**config.mk**
```make
export PLATFORM = sky130hd
export DESIGN_NAME = cmp_sort_engine
export DESIGN_NICKNAME = d
export VERILOG_FILES = /design/src/rtl/cmp_sort_pkg.sv /design/src/rtl/mag_cmp4.sv /design/src/rtl/cmp_sort_engine.sv
export SDC_FILE = /design/constraint.sdc
export NUM_CORES = 1
export LEC_CHECK = 0
export CORE_ASPECT_RATIO = 0.5
export CORE_MARGIN = 4
export CORE_UTILIZATION = 33
export CTS_CLUSTER_SIZE = 20
export DETAILED_ROUTE_END_ITERATION = 8
export PLACE_DENSITY = 0.49
export SYNTH_ARGS = -nofsm -noshare
export SYNTH_HDL_FRONTEND = slang
export SYNTH_SLANG_ARGS = --single-unit
```
**constraint.sdc**
```tcl
create_clock -name clk -period 9.6 [get_ports clk]
set_clock_uncertainty 0.05 [all_clocks]
set_input_delay 2.4 -clock clk [delete_from_list [all_inputs] [get_ports clk]]
set_output_delay 2.4 -clock clk [all_outputs]
set_load 0.02 [all_outputs]
```
**src/rtl/cmp_sort_pkg.sv**
```systemverilog
// cmp_sort_pkg: shared types and constants for the comparator-based sort engine
//   state_e  : engine phases LOAD / SORT / DRAIN
//   DATA_W   : width of each sorted value
//   ptr_w()  : pointer width for a block of the given depth
package cmp_sort_pkg;

    localparam int DATA_W = 4;

    typedef enum logic [1:0] {
        LOAD,
        SORT,
        DRAIN
    } state_e;

    function automatic int ptr_w(input int depth);
        return (depth > 2) ? $clog2(depth) : 1;
    endfunction

endpackage

```
**src/rtl/mag_cmp4.sv**
```systemverilog
// mag_cmp4: combinational 4-bit unsigned magnitude comparator
//   a, b : operands
//   lt   : a < b
//   gt   : a > b
//   eq   : a == b  (exactly one of lt/gt/eq is high)
module mag_cmp4 (
    input  logic [3:0] a,
    input  logic [3:0] b,
    output logic       lt,
    output logic       gt,
    output logic       eq
);

    assign lt = a < b;
    assign gt = a > b;
    assign eq = a == b;

endmodule

```
**src/rtl/cmp_sort_engine.sv**
```systemverilog
// cmp_sort_engine: loads DEPTH 4-bit values, bubble-sorts them with one shared comparator, streams them out ascending
//   clk, rst            : clock, synchronous active-high reset
//   in_valid/in_ready   : input handshake, ready only in LOAD
//   in_data             : value to store
//   out_valid/out_ready : output handshake, valid only in DRAIN
//   out_data            : sorted value, 0 when out_valid is low
//   busy                : high in SORT and DRAIN
//   cmp_count           : comparisons in the most recent sort
module cmp_sort_engine
    import cmp_sort_pkg::*;
#(
    parameter int DEPTH = 8
) (
    input  logic              clk,
    input  logic              rst,
    input  logic              in_valid,
    output logic              in_ready,
    input  logic [DATA_W-1:0] in_data,
    output logic              out_valid,
    input  logic              out_ready,
    output logic [DATA_W-1:0] out_data,
    output logic              busy,
    output logic [7:0]        cmp_count
);

    localparam int PW = ptr_w(DEPTH);
    typedef logic [PW-1:0] ptr_t;
    localparam ptr_t       LAST     = ptr_t'(DEPTH - 1);
    localparam ptr_t       IDX_END  = ptr_t'(DEPTH - 2);
    localparam logic [3:0] PASS_END = 4'(DEPTH - 2);

    state_e            state_q, state_d;
    logic [DATA_W-1:0] mem_q [DEPTH];
    logic [DATA_W-1:0] mem_d [DEPTH];
    ptr_t              wr_ptr_q, wr_ptr_d;
    ptr_t              rd_ptr_q, rd_ptr_d;
    ptr_t              idx_q, idx_d;
    logic [3:0]        pass_q, pass_d;
    logic              swapped_q, swapped_d;
    logic [7:0]        cnt_q, cnt_d;

    ptr_t              idx_nx;
    logic [DATA_W-1:0] cmp_a, cmp_b;
    logic              cmp_lt, cmp_gt, cmp_eq;
    logic              cmp_unused;
    logic              sw_now;

    assign idx_nx = idx_q + ptr_t'(1);
    assign cmp_a  = mem_q[idx_q];
    assign cmp_b  = mem_q[idx_nx];

    mag_cmp4 u_cmp (
        .a  (cmp_a),
        .b  (cmp_b),
        .lt (cmp_lt),
        .gt (cmp_gt),
        .eq (cmp_eq)
    );

    // only gt drives the swap; lt/eq never swap, keeping the sort stable
    assign cmp_unused = cmp_lt ^ cmp_eq;
    // swap flag including the compare happening this cycle
    assign sw_now = swapped_q | cmp_gt;

    always_comb begin
        state_d   = state_q;
        mem_d     = mem_q;
        wr_ptr_d  = wr_ptr_q;
        rd_ptr_d  = rd_ptr_q;
        idx_d     = idx_q;
        pass_d    = pass_q;
        swapped_d = swapped_q;
        cnt_d     = cnt_q;
        case (state_q)
            LOAD: begin
                if (in_valid) begin
                    mem_d[wr_ptr_q] = in_data;
                    wr_ptr_d        = wr_ptr_q + ptr_t'(1);
                    if (wr_ptr_q == LAST) begin
                        state_d   = SORT;
                        wr_ptr_d  = '0;
                        idx_d     = '0;
                        pass_d    = '0;
                        swapped_d = 1'b0;
                        cnt_d     = '0;
                    end
                end
            end
            SORT: begin
                cnt_d = cnt_q + 8'd1;
                if (cmp_gt) begin
                    mem_d[idx_q]  = cmp_b;
                    mem_d[idx_nx] = cmp_a;
                end
                if (idx_q == IDX_END) begin
                    if (!sw_now || pass_q == PASS_END) begin
                        state_d  = DRAIN;
                        rd_ptr_d = '0;
                    end else begin
                        idx_d     = '0;
                        pass_d    = pass_q + 4'd1;
                        swapped_d = 1'b0;
                    end
                end else begin
                    idx_d     = idx_nx;
                    swapped_d = sw_now;
                end
            end
            DRAIN: begin
                if (out_ready) begin
                    rd_ptr_d = rd_ptr_q + ptr_t'(1);
                    if (rd_ptr_q == LAST) begin
                        state_d  = LOAD;
                        rd_ptr_d = '0;
                        wr_ptr_d = '0;
                    end
                end
            end
            default: state_d = LOAD;
        endcase
    end

    always_ff @(posedge clk) begin
        if (rst) begin
            state_q   <= LOAD;
            mem_q     <= '{default: '0};
            wr_ptr_q  <= '0;
            rd_ptr_q  <= '0;
            idx_q     <= '0;
            pass_q    <= '0;
            swapped_q <= 1'b0;
            cnt_q     <= '0;
        end else begin
            state_q   <= state_d;
            mem_q     <= mem_d;
            wr_ptr_q  <= wr_ptr_d;
            rd_ptr_q  <= rd_ptr_d;
            idx_q     <= idx_d;
            pass_q    <= pass_d;
            swapped_q <= swapped_d;
            cnt_q     <= cnt_d;
        end
    end

    // handshake outputs are held low while rst is asserted, whatever the current state
    assign in_ready  = !rst && state_q == LOAD;
    assign out_valid = !rst && state_q == DRAIN;
    assign busy      = !rst && state_q != LOAD;
    assign out_data  = out_valid ? mem_q[rd_ptr_q] : '0;
    assign cmp_count = cnt_q;

endmodule

```
==> results of run 1 <==
[cell type report]
| type | instances | area [um^2] |
|---|---|---|
| Clock buffer | 5 | 125 |
| Tap cell | 170 | 213 |
| Timing Repair Buffer | 29 | 268 |
| Inverter | 18 | 67.6 |
| Sequential cell | 56 | 1120 |
| Clock inverter | 3 | 42.5 |
| Multi-Input combinational cell | 397 | 3010 |
| Fill cell | 1334 | 7930 |
[worst paths after layout]
path | start | endpoint | slack (ns) | cells past startpoint
max | rst | out_data[3] | 3.31 | 4
min | pass_q[3]$_SDFFE_PP0P_ | pass_q[3]$_SDFFE_PP0P_ | 0.45 | 2
max reg2reg | idx_q[0]$_SDFFE_PP0P_ | mem_q[3]$_SDFFE_PP0P_ | 4.96 | 10
min reg2reg | pass_q[3]$_SDFFE_PP0P_ | pass_q[3]$_SDFFE_PP0P_ | 0.45 | 2
[worst register-to-register path, cell delays in order, from the launching register on]
cell and delay, ns:
dfxtp_1 0.35, inv_2 0.14, ha_1 0.93, mux4_2 0.45, mux2i_2 0.50, ha_1 0.36, and4_1 0.24, a211o_4 0.41
a221oi_2 0.78, nand3_1 0.20, o21ai_0 0.15
[logic make-up (layout without fill, tap and decap cells)]
group	Yosys count	count (layout)	share of synthesized area
AOI/OAI and AO/OA	133	133	0.236
adders and majority gates	13	13	0.0373
DFF	56	56	0.257
and+or+nand+nor	203	203	0.239
xor gates and xnor gates	8	8	0.0221
muxes	40	40	0.154
buffers and inverters	46	55	0.0537
[stage by stage]
stage,instances,hold slack (ns)
after floorplan,499,0.407
after global placement,670,0.430
after detailed placement,670,0.437
after CTS,678,0.449
after global routing,678,0.473
final,678,0.447
[flip-flops by register name, summed over array words and instances, names as in the netlist]
register,count
swapped_q,1
rd_ptr_q,3
pass_q,4
state_q,2
cmp_count,8
wr_ptr_q,3
mem_q,32
idx_q,3
[power breakdown]
part	total [mW]	internal, mW	switching [mW]
Clock	0.218	0.123	0.0953
Combinational	0.0635	0.0234	0.0401
Sequential	0.241	0.236	0.00484
Total	0.522	0.382	0.140
[placed cells by master, fill, tap and decap left out, types with 5 or more instances in the layout]
cell type	n
nand3_1	22
mux4_2	20
clkbuf_16	5
o211ai_1	6
nor2b_1	8
a21oi_1	25
xor2_1	5
dfxtp_1	56
nor2_1	51
ha_1	13
o21ai_0	10
clkdlybuf4s50_1	21
mux2i_1	15
nand2_1	51
nand2b_1	21
o21ai_1	18
a22oi_1	31
nor3_1	9
inv_1	14
o221ai_1	10
buf_4	7
or3b_1	14
[metal layers]
layer  up-vias  share of wire
met2       185           0.41
met4         0          0.020
met5         -              0
li1       1896              -
met1      1924           0.50
met3        21          0.073
==> summary.txt, run 1 <==
Finish
  – Ant diodes: 0
  – Final instance area: about 4800 um^2
  – Area Overhead vs Synth: 11.1%
  – Layout cell share with drive strength beyond 1: 0.132
  – Nets: approximately 530
  – Finished Core Util: 0.379

Timing
  – Setup violators final: 0
  – Fin crit period: 6.29 ns
  – Final worst slack: 3.31 ns
  – RSZ-0062 raised after global routing: no
  – Final Hold Viols: 0
  – Setup TNS: 0 ns
  – Peak Freq: around 0.16 GHz
  – Slew Viols, Final: 0
  – Crit share post-route: 0.655
  – Worst-Margin Slew: just over 0.9 ns
  – Slew Limit Headroom: 0.391

Detailed routing
  – Routed len/inst: 20.9 um
  – Drt drc: 0
  – 1st-iter DRT viols: about 450
  – Vias/cell: between 5 and 6
  – DRT Pass-1 Iters: 5
  – Via count: between 4000 and 5000
  – Post-Route WL: 14.2 mm
  – Antenna Nets Post-Route: 0

Setup path
  – CP cell instances: buf_2 > nand2b_1 > nor2_1 > clkdlybuf4s50_1
  – Cell family with most CP delay: buffers and inverters
  – Slowest Stage Delay on Critical Path: 0.62 ns
  – Critical-path top delay cell: clkdlybuf4s50_1
  – Critical Path AT: between 3 and 4 ns
  – WS Path Type: input port to output port
  – Worst path bufs/invs: 2
  – Crit end category: output port
  – Required @ worst endpoint: just over 7 ns
  – Critical Path Source Type: input port
  – Crit-path max FO: 24

Clocking
  – Worst skew pair latency: between 0.3 and 0.4 ns
  – Clock tree buffer depth: 2
  – Setup bufs post-CTS: 0
  – CTS Hold Buffers Added: 0
  – Post-CTS sizing: 0
  – Clk slew on worst S/H paths: ~0.080 ns
  – Clock sink total: 56
  – CTS root buf: clkbuf_16
  – CTS tree: built
  – H-tree levels: 2
  – Total CTS buffers: 5

Synthesis
  – Commonest cells in the netlist: 56 x dfxtp_1, 51 x nand2_1, 51 x nor2_1
  – Mapped Nets: 520
  – Most used DFF post-synth: dfxtp_1
  – Mapped cell area: around 4400 um^2
  – Sequential element share of the synthesized area: 0.257
  – Area leader, netlist: dfxtp_1
  – Synth Warn #: 0
  – Post-synth EDFFs: 0
  – Count leader, synth: dfxtp_1
  – Post-synth ARST share: 0
  – Area share of the largest cell type after synthesis: 0.257
  – Yosys cell types: 62
  – Flops & latches, synth: between 50 and 60
  – Synth area leaders: dfxtp_1 26%, mux4_2 10%, a22oi_1 5.3%, nand2_1 4.4%, nor2_1 4.4%
  – Avg Inst Size Synth: about 8.7 um^2
  – Synthesized instance count: 499

Global routing
  – Met2 usage: 0.274
  – GR Overflow Total: 0
  – Largest net degree at the start of global routing: 37
  – Vias in the first global route: approximately 3800
  – First-pass GRT wire length: 22.4 mm
  – Gr usage total: 0.192
  – Met1 Resource Use GR: 0.287
  – Initial antenna violation count: 0
  – Busiest layer in global routing: met1
  – Grt met3 use: 0.0451

Placement
  – Pre-CTS setup slack: about 3.3 ns
  – Placed cell areas: roughly 4700 um^2
  – HPWL after DPL: 9.68 mm
  – Port bufs: 22
  – Final Wtd Congestion: around 0.86

Die
  – # rows: 29
  – Total core area: 12800 um^2
  – Chip Width: approximately 170 um
  – DIE HEIGHT: slightly below 90 um
  – Ports: 23
  – Die area: between 15000 and 20000 um^2
  – Initial core utilization: 0.341

Power
  – Peak supply drop: around 0.064 mV
  – Pwr per Cell Area: around 110 nW/um^2
  – Static leakage: about 1.6 nW
  – Pwr Total: about 520 uW

Worst hold path
  – HP Class: flip-flop to flip-flop

Run status
  – Status: completed

Run
  – MaxCap Viol Count: 0
Power figures use the tool's default switching activity.
==> run 2, diff against run 1 <==
==> constraint.sdc (replaced) <==
create_clock -name clk -period 5.9 [get_ports clk]
set_clock_uncertainty 0.05 [all_clocks]
set_input_delay 1.475 -clock clk [delete_from_list [all_inputs] [get_ports clk]]
set_output_delay 1.475 -clock clk [all_outputs]
set_load 0.02 [all_outputs]
==> summary.txt, run 2 (same netlist as run 1, synthesis figures left out) <==
Die
  – # rows: 29 (unchanged)
  – Initial core utilization: 0.341 (unchanged)
  – DIE HEIGHT: 89.3 um (unchanged)
  – Chip Width: 171 um (unchanged)
  – Ports: 23 (unchanged)
  – Total core area: 12800 um^2 (unchanged)
  – Die area: 15200 um^2 (unchanged)

Finish
  – Ant diodes: 0 (unchanged)
  – Area Overhead vs Synth: 10.5%
  – Nets: 528 (unchanged)
  – Finished Layout Cells: 678 (unchanged)
  – Flip-flop count of the largest register after layout: 32 (unchanged)
  – Register name with the most flops: mem_q
  – Finished Core Util: 0.377 (-0.00206)
  – Layout cell share with drive strength beyond 1: 0.128 (-0.00394)
  – Most common cell after layout, fill and taps aside: dfxtp_1
  – Most frequent cells in the layout: 56 x dfxtp_1, 51 x nand2_1, 51 x nor2_1

Worst hold path
  – Worst Hold Endpoint: pass_q[3]$_SDFFE_PP0P_
  – Min-delay src: pass_q[3]$_SDFFE_PP0P_
  – HP Class: flip-flop to flip-flop
  – WHS Path Cells: 2 (unchanged)

Clocking
  – Setup bufs post-CTS: 0 (unchanged)
  – CTS root buf: clkbuf_16
  – Post-CTS sizing: 0 (unchanged)
  – H-tree levels: 2 (unchanged)
  – Clock sink total: 56 (unchanged)
  – Clock tree buffer depth: 2 (unchanged)
  – Clk slew on worst S/H paths: 0.08 ns (about the same)
  – Total CTS buffers: 5 (unchanged)
  – CTS tree: built
  – Worst skew pair latency: 0.30 ns (about the same)
  – CTS Hold Buffers Added: 0 (unchanged)

Setup path
  – Critical Path AT: 3.08 ns (-0.76 ns)
  – Critical Path Source Type: flip-flop
  – Critical-path top delay cell: dfxtp_1
  – R2R cell count: 12 (+2)
  – Worst path bufs/invs: 1 (-1)
  – CP cell instances: nor2b_1 > nand2b_1 > nor2_1 > clkdlybuf4s50_1
  – Crit-path max FO: 19 (-21%)
  – Slowest Stage Delay on Critical Path: 0.93 ns (+0.31 ns)
  – Worst R2R Setup Slack: 1.40 ns (-3.56 ns)
  – WS Path Type: flip-flop to output port
  – Worst r2r dst: mem_q[20]$_SDFFE_PP0P_
  – Required @ worst endpoint: 4.38 ns (-2.77 ns)
  – Cell family with most CP delay: simple AND/OR/NAND/NOR gates
  – Origin of the critical flop-to-flop path: idx_q[0]$_SDFFE_PP0P_
  – Crit end category: output port

Placement
  – Final Wtd Congestion: 0.878 (+1.5%)
  – HPWL after DPL: 10.0 mm (+3.3%)
  – Placed cells: 670 (unchanged)
  – Port bufs: 22 (unchanged)

Run status
  – Status: completed

Global routing
  – Busiest layer in global routing: met1
  – Met1 Resource Use GR: 0.289 (+0.00222)
  – Initial antenna violation count: 0 (unchanged)
  – First-pass GRT wire length: 22.4 mm (unchanged)
  – Met2 usage: 0.284 (+0.0100)
  – Largest net degree at the start of global routing: 44 (+19%)
  – GR Overflow Total: 0 (unchanged)
  – Gr usage total: 0.192 (about the same)
  – Grt met3 use: 0.0420 (-0.00309)
  – Vias in the first global route: 3761 (-0.40%)

Power
  – Peak supply drop: 0.0900 mV (+40%)
  – Static leakage: 1.60 nW (-0.82%)
  – Pwr per Cell Area: 167 nW/um^2 (+55%)

Detailed routing
  – Drt drc: 0 (unchanged)
  – Post-Route WL: 13.9 mm (-1.8%)
  – DRT Pass-1 Iters: 5 (unchanged)
  – Via count: 3984 (-1.0%)
  – Vias/cell: 5.88 (-1.0%)
  – 1st-iter DRT viols: 378 (-16%)
  – Antenna Nets Post-Route: 0 (unchanged)
  – Routed len/inst: 20.6 um (-1.8%)

Timing
  – Final hold slack: 0.450 ns (+0.00295 ns)
  – Slew Viols, Final: 0 (unchanged)
  – Fin crit period: around 4.6 ns
  – RSZ-0062 raised after global routing: no
  – Setup TNS: 0 ns (unchanged)
  – Setup violators final: 0 (unchanged)
  – Crit share post-route: 0.781
  – Worst-Margin Slew: 0.926 ns (+0.0131 ns)
  – Peak Freq: about 0.22 GHz
  – Slew Limit Headroom: 0.382 (-0.00959)
  – Final Hold Viols: 0 (unchanged)

Run
  – MaxCap Viol Count: 0 (unchanged)
-- run 2: cell types whose count changed in the layout (fill, tap and decap cells not counted), sizes merged --
cell,delta
clkbuf,+2
bufinv,-1
clkinvlp,-1
-- run 2: stage by stage --
step / total power [mW] / cell area [um^2] / setup WS, ns
floorplan: 0.470 / 4360 / 2.06
global placement: 0.503 / 4670 / 1.52
detailed placement: 0.503 / 4670 / 1.49
CTS: 0.813 / 4820 / 1.21
global route: 0.841 / 4820 / 0.985
finish: 0.804 / 4820 / 1.29
-- run 2: worst max-delay path by stage --
stage	from	end	slack [ns]	depth (start not counted)
after CTS	state_q[1]$_SDFFE_PP0P_	out_data[2]	1.21	4
after detailed placement	idx_q[0]$_SDFFE_PP0P_	mem_q[20]$_SDFFE_PP0P_	1.49	12
after global placement	rst	out_data[3]	1.52	4
after global routing	state_q[1]$_SDFFE_PP0P_	out_data[2]	0.99	4
after floorplan	rst	in_ready	2.06	3
final	state_q[1]$_SDFFE_PP0P_	out_data[2]	1.29	4
-- run 2: worst min-delay path, cell delays in order, from the launching register on --
cell and delay (ns):
dfxtp_1 0.33, nand2_1 0.06, a31oi_1 0.06
-- run 2: layer usage --
layer	wire (um)	vias up
met5	0	-
met4	119	0
met3	1120	9
met2	5730	144
met1	6960	1938
li1	-	1893
-- run 2: cell type report --
type	count	area [um^2]
Fill cell	1350	7960
Multi-Input combinational cell	397	3010
Sequential cell	56	1120
Timing Repair Buffer	29	268
Tap cell	170	213
Clock buffer	7	133
Inverter	18	67.6
Clock inverter	1	8.76
-- run 2: power by group --
group | total, mW | internal (mW) | switching, mW | leakage (nW)
registers | 0.392 | 0.384 | 0.00816 | 0.452
clock network | 0.308 | 0.159 | 0.148 | 0.0681
logic | 0.104 | 0.0392 | 0.0652 | 1.07
